<file path="src/rtl/h3_dbus_bridge.sv">
// h3_dbus_bridge: core data-bus to SoC memory bridge with illegal-access and timeout error responses
// Ports:
//   clk, n_reset                  clock, asynchronous active-low reset
//   aph_req/aph_ready             core address-phase handshake
//   haddr, hsize, hwrite          address-phase attributes
//   wdata                         core write data (lanes pre-replicated)
//   dph_ready, dph_err, rdata     core data-phase completion, error, read data
//   mem_grant                     bus ownership (low while debug owns the bus)
//   mem_op, mem_adr, mem_wren, mem_di   SoC memory request
//   mem_do, mem_rdy               SoC read data and completion (mem_rdy = registered mem_op)
module h3_dbus_bridge #(
  parameter int TIMEOUT = 255
) (
  input  logic        clk,
  input  logic        n_reset,
  input  logic        aph_req,
  output logic        aph_ready,
  input  logic [31:0] haddr,
  input  logic [2:0]  hsize,
  input  logic        hwrite,
  input  logic [31:0] wdata,
  output logic        dph_ready,
  output logic        dph_err,
  output logic [31:0] rdata,
  input  logic        mem_grant,
  output logic        mem_op,
  output logic [31:0] mem_adr,
  output logic [3:0]  mem_wren,
  output logic [31:0] mem_di,
  input  logic [31:0] mem_do,
  input  logic        mem_rdy
);
  localparam int CW = TIMEOUT < 2 ? 1 : $clog2(TIMEOUT + 1);
  localparam logic [CW-1:0] TLAST = CW'(TIMEOUT - 1);
  typedef enum logic [1:0] {IDLE, DATA, ERR1, ERR2} state_t;
  state_t state, state_nx;
  logic [31:0] adr;
  logic [2:0] size;
  logic write;
  logic [CW-1:0] cnt;
  logic done, illegal, expire;
  logic [3:0] mask;
  assign done = state == DATA & mem_rdy;
  assign aph_ready = n_reset & aph_req & (state == IDLE | done);
  assign illegal = |haddr[31:18] | &haddr[17:16] | hsize > 3'd2 | (hsize == 3'd1 & haddr[0]) |
                   (hsize == 3'd2 & |haddr[1:0]) | (hwrite & haddr[17:16] == 2'b10);
  // The last waiting cycle before the counter would hit TIMEOUT ends the transaction;
  // the state leaves DATA, so mem_op drops and any late mem_rdy lands in ERR1.
  assign expire = TIMEOUT != 0 & state == DATA & ~mem_rdy & cnt == TLAST;
  assign mask = size == 3'd0 ? 4'b0001 << adr[1:0] : size == 3'd1 ? 4'b0011 << {adr[1], 1'b0} : 4'b1111;
  always_comb begin
    state_nx = state;
    dph_ready = 1'b0;
    dph_err = 1'b0;
    mem_op = 1'b0;
    mem_wren = 4'b0000;
    state_nx = aph_ready ? (illegal ? ERR1 : DATA)
             : state == DATA ? (mem_rdy ? IDLE : expire ? ERR1 : DATA)
             : state == ERR1 ? ERR2
             : state == ERR2 ? IDLE : state;
    dph_ready = done | state == ERR2;
    dph_err = state == ERR1 | state == ERR2;
    mem_op = state == DATA & mem_grant & ~mem_rdy;
    mem_wren = state == DATA & write ? mask : 4'b0000;
  end
  assign rdata = dph_ready & ~write ? mem_do : 32'h0;
  assign mem_adr = adr;
  assign mem_di = wdata;
  always_ff @(posedge clk or negedge n_reset) begin
    if (!n_reset) begin
      state <= IDLE;
      adr <= '0;
      size <= '0;
      write <= 1'b0;
      cnt <= '0;
    end else begin
      state <= state_nx;
      if (aph_ready) begin
        adr <= haddr;
        size <= hsize;
        write <= hwrite;
        cnt <= '0;
      end else if (state == DATA & ~mem_rdy & cnt != '1) begin
        cnt <= cnt + 1'b1;
      end
    end
  end
endmodule
</file>
<file path="config.mk">
export PLATFORM = sky130hd
export DESIGN_NAME = h3_dbus_bridge
export DESIGN_NICKNAME = d
export VERILOG_FILES = /design/src/rtl/h3_dbus_bridge.sv
export SDC_FILE = /design/constraint.sdc
export NUM_CORES = 1
export LEC_CHECK = 0
export CORE_ASPECT_RATIO = 0.6
export CORE_MARGIN = 1
export CORE_UTILIZATION = 46
export DETAILED_ROUTE_END_ITERATION = 16
export DONT_BUFFER_PORTS = 1
export PLACE_DENSITY = 0.6
export SYNTH_ARGS = -nofsm -noshare
export SYNTH_HDL_FRONTEND = slang
export SYNTH_SLANG_ARGS = --single-unit
</file>
<file path="constraint.sdc">
create_clock -name clk -period 1.45 [get_ports clk]
set_input_delay 0.29 -clock clk [delete_from_list [all_inputs] [get_ports clk]]
set_output_delay 0.29 -clock clk [all_outputs]
set_load 0.05 [all_outputs]
</file>
* After elaboration in Yosys (flattened, before gate mapping)
Index checks and enable logic that the tools add are counted. W data, S select, Z words.
Operators by class: mux-type cells 13, magnitude comparators 1, divide/modulo/power cells 0, equality and inequality tests 9, bitwise gates (word level) 23, shift operators 2, multipliers 0, reductions and logical operators 7, add/sub/neg operators 1
Operators with widths (number):
- $mux W32 | 1
- $mux W8 | 2
- $mux W2 | 7
- $reduce_or A14 Y1 | 1
- $and A1 B1 Y1 | 13
- $mux W4 | 3
- $add A8 B1 Y8 const B | 1
- $eq A8 B8 Y1 const B | 1
- $ne A8 B8 Y1 const B | 1
- $or A1 B1 Y1 | 8
- $eq A2 B2 Y1 const B | 3
- $eq A3 B1 Y1 const B | 2
- $reduce_bool A4 Y1 | 1
- $shl A1 B2 Y4 const A | 1
- $shl A2 B2 Y4 const A | 1
- $eq A3 B2 Y1 const B | 1
- $gt A3 B2 Y1 const B | 1
- $logic_not A3 Y1 | 1
- $eq A2 B1 Y1 const B | 1
- $logic_not A2 Y1 | 1
- $not A1 Y1 | 2
- $reduce_and A2 Y1 | 1
- $reduce_bool A2 Y1 | 1
- $reduce_or A2 Y1 | 1
Storage, ports and cells: word-level logic and storage cells 61, register bits after elaboration 46, bits in latches 0, ROM bits 0, memories 0, output and inout bits 104, bits in writable memories 0, input port bits 105

* Logic depth before layout (Yosys ltp)
Gate-level depths: netlist of run 1.
depth after elaboration 8, mapped depth 6, mapped depth without buffers 5

* Least setup slack after synthesis of run 1
Ideal clock, no wire load.
kind register to output, start point register state[1], end point output rdata[10], path slack -677 ps, stages on the path, launching flop included 5, arrival time 1837 ps, cells stage by stage dfrtp_1 -> o21a_1 -> nor2b_1 -> clkbuf_1 -> and2_1
On the way: longest elaborated chain between the ends 5
RTL lines:
- start: declaration | RTL line 36 | state_t state, state_nx;
- start signal: assignment | RTL line 77 | state <= state_nx;
- $eq A2 B1 Y1 | RTL line 43 | assign done = state == DATA & mem_rdy;
- $and A1 B1 Y1 | RTL line 43
- $or A1 B1 Y1 * | RTL line 61 | dph_ready = done | state == ERR2;
- net dph_ready | RTL line 22 | output logic dph_ready,
- $and A1 B1 Y1 * | RTL line 66 | assign rdata = dph_ready & ~write ? mem_do : 32'h0;
- $mux W32 * | RTL line 66
- end: declaration | RTL line 24 | output logic [31:0] rdata,
The timed path passes the listed nets; every way through them passes the cells marked *.

* Final worst setup path of run 1
start point register state[0], end point register adr[4] (netlist: mem_adr[4])
On the way: longest elaborated chain between the ends 4
RTL lines:
- $eq A2 B1 Y1 | RTL line 43
- $and A1 B1 Y1 | RTL line 43
- $or A1 B1 Y1 * | RTL line 44 | assign aph_ready = n_reset & aph_req & (state == IDLE | done);
- $and A1 B1 Y1 * | RTL line 44
- end signal: assignment | RTL line 79 | adr <= haddr;
- end: declaration | RTL line 37 | logic [31:0] adr;
Every way passes the cells marked *; elsewhere a longest branch is shown, timed or not. A chain may end at the register's enable or synchronous reset.

==> results_dict.tcl, run 1 <==
set metrics [dict create \
    ys_seq_area_frac 0.459 \
    cts_buffer_depth 2 \
    grt_usage 0.266 \
    regArea_um2 1160 \
    cp_num_buf_inv 3 \
    tightest_slew_ps 515 \
    syn_area_um2 2510 \
    via_per_inst 5.95 \
    violations "setup timing" \
    drv_cap 0 \
    layout_min_cycle_time_ps 1800 \
    grt_pass1_vias 1960 \
    placed_cells 278 \
    grt_max_degree 47 \
    area_growth_pct 34.7 \
    design.core.area_um2 5150 \
    start_util 0.487 \
    numCtsBuffers 5 \
    critPathMaxFanout 6 \
    multiInputGateArea_um2 1370 \
    clk_latency_ps 300 \
    power_density_nw_per_um2 2510 \
    synth.avg_cell_area_um2 11.0 \
    n_antenna_cell 0 \
    vias 1849 \
    leakagePower_nw 1.48 \
    htreeDepth 2 \
    syn_nets 335 \
    ir_drop_uv 1510 \
    required_ps 1630 \
    cp-start-kind "register" \
    rsz0062_at_grt "yes" \
    arrival_ps 1980 \
    hold_viol 0 \
    setup_viol 85 \
    fin_crit_sh 1.24 \
    hold_path.class "in2reg" \
    antenna_found_initial 0 \
    rows 20 \
    power_w 0.00850 \
    tritoncts "yes" \
    hpwlAfterDp_um 5080 \
    drc 0 \
    final_antenna_net_count 0 \
    setup_tns_ps -23800 \
    max_freq_mhz 556 \
    die_w_um 97.4 \
    drtIter0Drc 119 \
    finClkSkew_ps 13.1 \
    wl_per_cell_um 25.4 \
    grt_pass1_wl_um 11500 \
    synthCells 228 \
    clkSlewWorstSetupHoldPaths_ps 90 \
    io_pins 209 \
    hold_slack_ps 111 \
    layout.cells.non_filler 311 \
    synthDistinctLibCells 39 \
    die_h_um 59.2 \
    layout_setup_ws_ps -349 \
    cp-end-kind "register" \
    pre_cts_ws_ps -273 \
    cpPeakStageDelay_ps 430 \
    yosysWarnings 0 \
    max-slew-margin-rel 0.656 \
    grt-ovfl-total 0 \
    ys_ff_latch 46 \
    critPathSlowestCell "dfrtp_1" \
    fin_nets 351 \
    drv_slew 0 \
    cp_cell_sequence "buf_6, nor2b_4, nor3_4, buf_6, clkbuf_16, mux2_4" \
    critPathKind "reg2reg" \
    critPathTopFamily "buffers and inverters" \
    first_pass_iters 4 \
    crit_top_cell "buf_6" \
    clock-sinks 46 \
    status "complete, but fails checks" \
    die_area_um2 5770 \
    clockRootBuffer "clkbuf_8" \
    fillers 359 \
    drt-total-wl_um 7900 \
    gp_congestion 0.840 \
    drive_gt1_frac 0.624 \
    io_buffers 0 \
]
cell usage after synthesis, drive strengths merged:
| library cell | n | area, µm² |
|---|---|---|
| a211oi | 1 | 12.5 |
| a21oi | 8 | 40.0 |
| a311oi | 1 | 8.76 |
| a31oi | 2 | 12.5 |
| and2 | 33 | 206 |
| and3 | 1 | 6.26 |
| and4b | 1 | 11.3 |
| and4bb | 1 | 12.5 |
| buf | 37 | 284 |
| clkbuf | 4 | 15.0 |
| dfrtp | 46 | 1150 |
| ha | 2 | 25.0 |
| inv | 4 | 15.0 |
| mux2 | 35 | 394 |
| nand2 | 5 | 18.8 |
| nand3 | 5 | 25.0 |
| nand3b | 2 | 15.0 |
| nand4 | 1 | 6.26 |
| nor2 | 7 | 26.3 |
| nor2b | 3 | 18.8 |
| nor3 | 5 | 41.3 |
| nor3b | 1 | 12.5 |
| nor4 | 3 | 18.8 |
| o2111ai | 1 | 8.76 |
| o211ai | 1 | 7.51 |
| o21a | 1 | 7.51 |
| o21ai | 10 | 50.0 |
| o21bai | 2 | 15.0 |
| o31a | 1 | 8.76 |
| or3 | 1 | 6.26 |
| or3b | 1 | 11.3 |
| xor2 | 2 | 17.5 |
stage by stage:
step	area [µm²]	util
floorplan	2670	-
global placement	2720	0.527
detailed placement	2720	0.527
CTS	3300	0.640
global route	3380	0.656
finish	3380	0.656
placed cells by master, fill, tap and decap left out, drive strengths merged, types with 3 or more instances in the layout:
cell / count
buf: 47
dfrtp: 46
mux2: 35
and2: 33
o21ai: 10
a21oi: 8
nor2: 7
clkbuf: 7
nand2: 5
nand3: 5
nor3: 5
nor2b: 4
inv: 4
nor4: 3
final timing paths:
path                              from           to  slack (ps)  cells past startpoint
max                           state[0]   mem_adr[4]        -350                      6
min in group asynchronous      n_reset       cnt[7]         490                      2
min                           haddr[0]   mem_adr[0]         110                      2
min reg2reg                mem_adr[31]  mem_adr[31]         530                      1
max reg2reg                   state[0]   mem_adr[4]        -350                      6
max in group asynchronous      n_reset   mem_adr[5]         730                      2
sequential cells by signal, indices dropped and copies added, names as in the netlist:
register	count
cnt	8
size	3
write	1
mem_adr	32
state	2
where the power goes:
part | leakage [nW] | total, W | switching [W] | internal (W)
clock | 0.0472 | 0.000820 | 0.000436 | 0.000384
combinational | 0.879 | 0.00398 | 0.00209 | 0.00190
sequential | 0.556 | 0.00370 | 0.00187 | 0.00183
total | 1.48 | 0.00850 | 0.00439 | 0.00411
logic make-up (layout without fill, tap and decap cells):
| group | count (synthesis) | in the layout | synth area share |
|---|---|---|---|
| buf+inv | 45 | 61 | 0.125 |
| xor+xnor | 2 | 2 | 0.00698 |
| fa+ha+maj | 2 | 2 | 0.00997 |
| simple gates | 70 | 71 | 0.174 |
| compound gates | 28 | 28 | 0.0683 |
| mux | 35 | 35 | 0.157 |
| flops | 46 | 46 | 0.459 |
area by class of cell:
class	instances	area share
multi-input cells	138	0.404
flip-flops and latches	46	0.342
repair buffers	49	0.197
clock buffers	6	0.0244
well taps	66	0.0244
inverters	4	0.00444
clock inverters	2	0.00370
layer usage:
layer  vias up  share of wire  GRT usage
met5         -              0     0.0171
met4         0         0.0066     0.0588
met3         8           0.11      0.118
met2       118           0.51      0.473
met1       934           0.37      0.301
li1        789              -          -
timing repair:
item / CTS / global route
resized for setup: 54 / 11
setup buffers: 13 / 3
hold endpoints to repair: 46 / 0
gates cloned: 6 / 1
setup endpoints to repair: 81 / 85
hold buffers: 2 / 0
pin swaps: 14 / 10
No activity file was read; power rests on OpenSTA's default activity.
==> run 2: changes to the inputs <==
--- a/config.mk
+++ b/config.mk
@@ -7,10 +7,11 @@
 export LEC_CHECK = 0
 export CORE_ASPECT_RATIO = 0.6
 export CORE_MARGIN = 1
-export CORE_UTILIZATION = 46
+export CORE_UTILIZATION = 40
 export DETAILED_ROUTE_END_ITERATION = 16
 export DONT_BUFFER_PORTS = 1
-export PLACE_DENSITY = 0.6
+export PLACE_DENSITY = 0.53
+export SKIP_LAST_GASP = 1
 export SYNTH_ARGS = -nofsm -noshare
 export SYNTH_HDL_FRONTEND = slang
 export SYNTH_SLANG_ARGS = --single-unit
==> results_dict.tcl, run 2 (synthesized netlist as in run 1, its figures left out) <==
set metrics [dict create \
    hold_slack_ps 132 \
    die_area_um2 6610 \
    design.core.area_um2 5810 \
    critPathMaxFanout 9 \
    vias 1804 \
    ir_drop_uv 1470 \
    cp-start-kind "register" \
    start_util 0.432 \
    layout.cells.non_filler 325 \
    clockRootBuffer "clkbuf_8" \
    whs_path_depth 1 \
    drv_slew 0 \
    max_freq_mhz 569 \
    numCtsBuffers 5 \
    via_per_inst 5.55 \
    largest_reg_flops 32 \
    die_w_um 104 \
    gp_congestion 0.907 \
    rows 21 \
    setup_viol 84 \
    grt_usage 0.229 \
    n_antenna_cell 0 \
    placed_cells 294 \
    wl_per_cell_um 23.4 \
    rsz0062_at_grt "yes" \
    worstRegToRegCells 6 \
    antenna_found_initial 0 \
    violations "setup timing" \
    status "complete, but fails checks" \
    cts_buffer_depth 2 \
    cp_num_buf_inv 1 \
    setup_tns_ps -15180 \
    required_ps 1160 \
    cp-end-kind "output pin" \
    hold_path.class "in2reg" \
    leakagePower_nw 1.49 \
    drv_cap 0 \
    layout_common_cells "42 x dfrtp_1, 35 x mux2_4, 32 x and2_4" \
    cp_num_cells 4 \
    tritoncts "yes" \
    drive_gt1_frac 0.629 \
    final_antenna_net_count 0 \
    hold_viol 0 \
    cp_cell_sequence "o21a_4, nor2b_4, buf_6, and2_4" \
    p_switching_w 0.00436 \
    critPathSlowestCell "dfrtp_2" \
    fin_nets 351 \
    htreeDepth 2 \
    arrival_ps 1470 \
    area_growth_pct 34.2 \
    final_common_cell "dfrtp_1" \
    grt_pass1_wl_um 11500 \
    cpPeakStageDelay_ps 400 \
    pre_cts_ws_ps -173 \
    pwr-share-clk 0.103 \
    die_h_um 63.4 \
    critPathTopFamily "simple AND/OR/NAND/NOR gates" \
    first_pass_iters 4 \
    grt-ovfl-total 0 \
    grt_pass1_vias 1977 \
    final_util 0.580 \
    grt_max_degree 47 \
    max-slew-margin-rel 0.659 \
    p_int_w 0.00418 \
    clk_latency_ps 300 \
    layout_setup_ws_ps -308 \
    hpwlAfterDp_um 5430 \
    finClkSkew_ps 4.66 \
    critPathKind "reg2out" \
    layout_min_cycle_time_ps 1760 \
    p_seq_frac 0.451 \
    drtIter0Drc 52 \
    io_buffers 0 \
    clkSlewWorstSetupHoldPaths_ps 90 \
    drc 0 \
    fin_crit_sh 1.21 \
    drt-total-wl_um 7620 \
    clock-sinks 46 \
    switching_share 0.511 \
    combPwrFrac 0.446 \
    io_pins 209 \
    power_density_nw_per_um2 2540 \
    tightest_slew_ps 512 \
]
==> run 2: cell types whose count changed in the layout (fill, tap and decap cells not counted), moves of 2 or more <==
cell	previous run	this run
mux2_4	24	35
mux2_2	10	0
buf_6	12	18
buf_16	6	1
buf_4	20	16
buf_8	0	4
nor2b_2	0	2
nor2b_4	3	1
o21ai_4	2	0
==> run 2: worst paths after layout <==
| check | end | startpoint | slack, ps |
|---|---|---|---|
| max in group asynchronous | mem_adr[1] | n_reset | 750 |
| min in group asynchronous | mem_adr[16] | n_reset | 480 |
| min | mem_adr[16] | haddr[16] | 130 |
| max | rdata[7] | state[1] | -310 |
| min reg2reg | size[1] | size[1] | 530 |
| max reg2reg | cnt[5] | state[1] | -200 |
==> run 2: area by class of cell <==
class,instances,area (µm²)
Inverter,4,17.5
Fill cell,493,2440
Sequential cell,46,1160
Timing Repair Buffer,49,601
Multi-Input combinational cell,138,1390
Tap cell,80,100
Clock inverter,1,8.76
Clock buffer,7,96.3
==> run 2: per-stage QoR <==
stage          instance area [µm²]  power (W)
2_1_floorplan                 2670    0.00614
3_3_place_gp                  2760    0.00667
3_5_place_dp                  2760    0.00676
4_1_cts                       3330    0.00843
5_1_grt                       3370    0.00886
6_report                      3370    0.00854
==> run 2: worst register-to-register path, cell delays in order, from the launching register on <==
cell     delay [ps]
dfrtp_2         440
buf_12          140
buf_6           110
or3b_4          400
nor3_4          200
and3_4          220
nor3_2           40
==> run 2: timing repair <==
action	CTS	global route
hold buffers	2	0
gates cloned	5	0
pin swaps	17	9
gates resized for setup	56	32
endpoints found under the setup margin	80	84
hold endpoints to repair	46	0
buffers inserted	18	2
==> run 2: power by group through the flow <==
| stage | Combinational, W | Sequential [W] | Clock, W |
|---|---|---|---|
| finish | 0.00381 | 0.00385 | 0.000878 |
| global route | 0.00400 | 0.00392 | 0.000942 |
| CTS | 0.00370 | 0.00384 | 0.000889 |
| floorplan | 0.00232 | 0.00382 | 0 |
| global placement | 0.00286 | 0.00382 | 0 |
| detailed placement | 0.00292 | 0.00384 | 0 |
==> run 2: routing by layer <==
metal | vias up | track usage | routed length, µm
li1 | 781 | - | -
met1 | 924 | 0.264 | 2930
met2 | 93 | 0.400 | 3920
met3 | 6 | 0.0932 | 716
met4 | 0 | 0.0482 | 51
met5 | - | 0 | 0
==> run 3: changes to the inputs <==
--- a/config.mk
+++ b/config.mk
@@ -5,7 +5,7 @@
 export SDC_FILE = /design/constraint.sdc
 export NUM_CORES = 1
 export LEC_CHECK = 0
-export CORE_ASPECT_RATIO = 0.6
+export CAP_MARGIN = 0
 export CORE_MARGIN = 1
 export CORE_UTILIZATION = 40
 export DETAILED_ROUTE_END_ITERATION = 16
==> results_dict.tcl, run 3 (synthesized netlist as in run 1, its figures left out) <==
set metrics [dict create \
    numCtsBuffers 5 \
    fin_area_um2 3380 \
    layout_setup_ws_ps -339 \
    violations "setup timing" \
    hold_slack_ps 105 \
    status "complete, but fails checks" \
    ir_drop_uv 1480 \
    drt-total-wl_um 7740 \
    final_util 0.564 \
    tightest_slew_ps 501 \
    arrival_ps 1500 \
    via_per_inst 5.59 \
    fin_nets 349 \
    clk_latency_ps 300 \
    rsz0062_at_grt "yes" \
    area_growth_pct 34.7 \
    min_from "haddr[0]" \
    cp-end-kind "output pin" \
    drtIter0Drc 76 \
    critPathKind "reg2out" \
    critPathMaxFanout 18 \
    crit_path_start "state[1]" \
    gp_congestion 0.731 \
    hold_viol 0 \
    n_antenna_cell 0 \
    drv_slew 0 \
    grt_usage 0.230 \
    wl_per_cell_um 24.4 \
    final_common_cell "dfrtp_1" \
    die_w_um 81.2 \
    grt_pass1_vias 1991 \
    power_density_nw_per_um2 2510 \
    htreeDepth 2 \
    max_freq_mhz 559 \
    dpl_cell_area_um2 2790 \
    final_antenna_net_count 0 \
    clockRootBuffer "clkbuf_8" \
    r2r-start "state[0]" \
    hold_path.class "in2reg" \
    layout_common_cells "43 x dfrtp_1, 35 x mux2_4, 30 x and2_4" \
    die_h_um 81.2 \
    first_pass_iters 4 \
    io_buffers 0 \
    antenna_found_initial 0 \
    rows 28 \
    drc 0 \
    max-slew-margin-rel 0.666 \
    start_util 0.419 \
    drive_gt1_frac 0.593 \
    tritoncts "yes" \
    clkSlewWorstSetupHoldPaths_ps 80 \
    required_ps 1160 \
    grt_max_degree 47 \
    cp-start-kind "register" \
    cts_buffer_depth 2 \
    clock-sinks 46 \
    fin_crit_sh 1.23 \
    pre_cts_ws_ps -119 \
    hpwlAfterDp_um 5560 \
    die_area_um2 6600 \
    leakagePower_nw 1.50 \
    setup_viol 83 \
    largest_reg_flops 32 \
    drv_cap 0 \
    grt_pass1_wl_um 10800 \
    grt-ovfl-total 0 \
    vias 1777 \
    finClkSkew_ps 7.26 \
    io_pins 209 \
    design.core.area_um2 5990 \
    layout_min_cycle_time_ps 1790 \
]
## run 3: cell count changes in the layout (fill, tap and decap cells not counted), moves of 2 or more
cell	change
buf_12	+6
buf_6	-5
a21oi_1	+2
a21oi_2	-2
and2_4	-2
buf_8	-2
nor2b_2	-2
o21ai_2	-2
## run 3: worst max-delay path: stages, from the launching register on
cell and delay [ps]:
dfrtp_2 430, o21a_4 140, nor2b_4 210, buf_12 160, and2_4 260
## run 3: layout make-up
class	count	area [µm²]
fillers	511	2610
multi-input cells	137	1360
flip-flops and latches	46	1150
repair buffers	48	654
clock buffers	7	96.3
well taps	75	93.8
inverters	4	15.0
clock inverters	1	8.76
## run 3: stage by stage
stage	TNS [ps]	total power, W	cells
2_1_floorplan	-2460	0.00614	228
3_3_place_gp	-2680	0.00665	289
3_5_place_dp	-5110	0.00674	289
4_1_cts	-22120	0.00835	318
5_1_grt	-26110	0.00883	318
6_report	-21600	0.00849	318
## run 3: what timing repair did
item	in CTS	in global routing
gates resized for setup	40	29
endpoints found under the hold margin	46	0
cloned	5	0
buffers inserted	14	6
endpoints found under the setup margin	79	85
pin swaps	7	11
hold buffers	2	0
## run 3: worst paths after layout
kind	cells past startpoint	end	slack, ps
worst max-delay path	4	rdata[29]	-340
worst min-delay path	2	mem_adr[0]	110
worst max register to register	7	mem_adr[13]	-290
worst min register to register	1	size[1]	520
max in group asynchronous	2	mem_adr[0]	750
min in group asynchronous	2	mem_adr[11]	480
## run 3: power breakdown
part           leakage [nW]  switching (W)  internal, W
clock                0.0544       0.000426     0.000437
combinational         0.887        0.00187      0.00191
sequential            0.557        0.00203      0.00182
total                  1.50        0.00432      0.00417
## run 3: layer usage
| layer | part of all wire | wire length [µm] | up-vias | GRT usage |
|---|---|---|---|---|
| met5 | 0 | 0 | - | 0 |
| met4 | 0.010 | 79 | 0 | 0.0643 |
| met3 | 0.13 | 1030 | 9 | 0.116 |
| met2 | 0.49 | 3820 | 125 | 0.387 |
| met1 | 0.36 | 2810 | 865 | 0.255 |
| li1 | - | - | 778 | - |
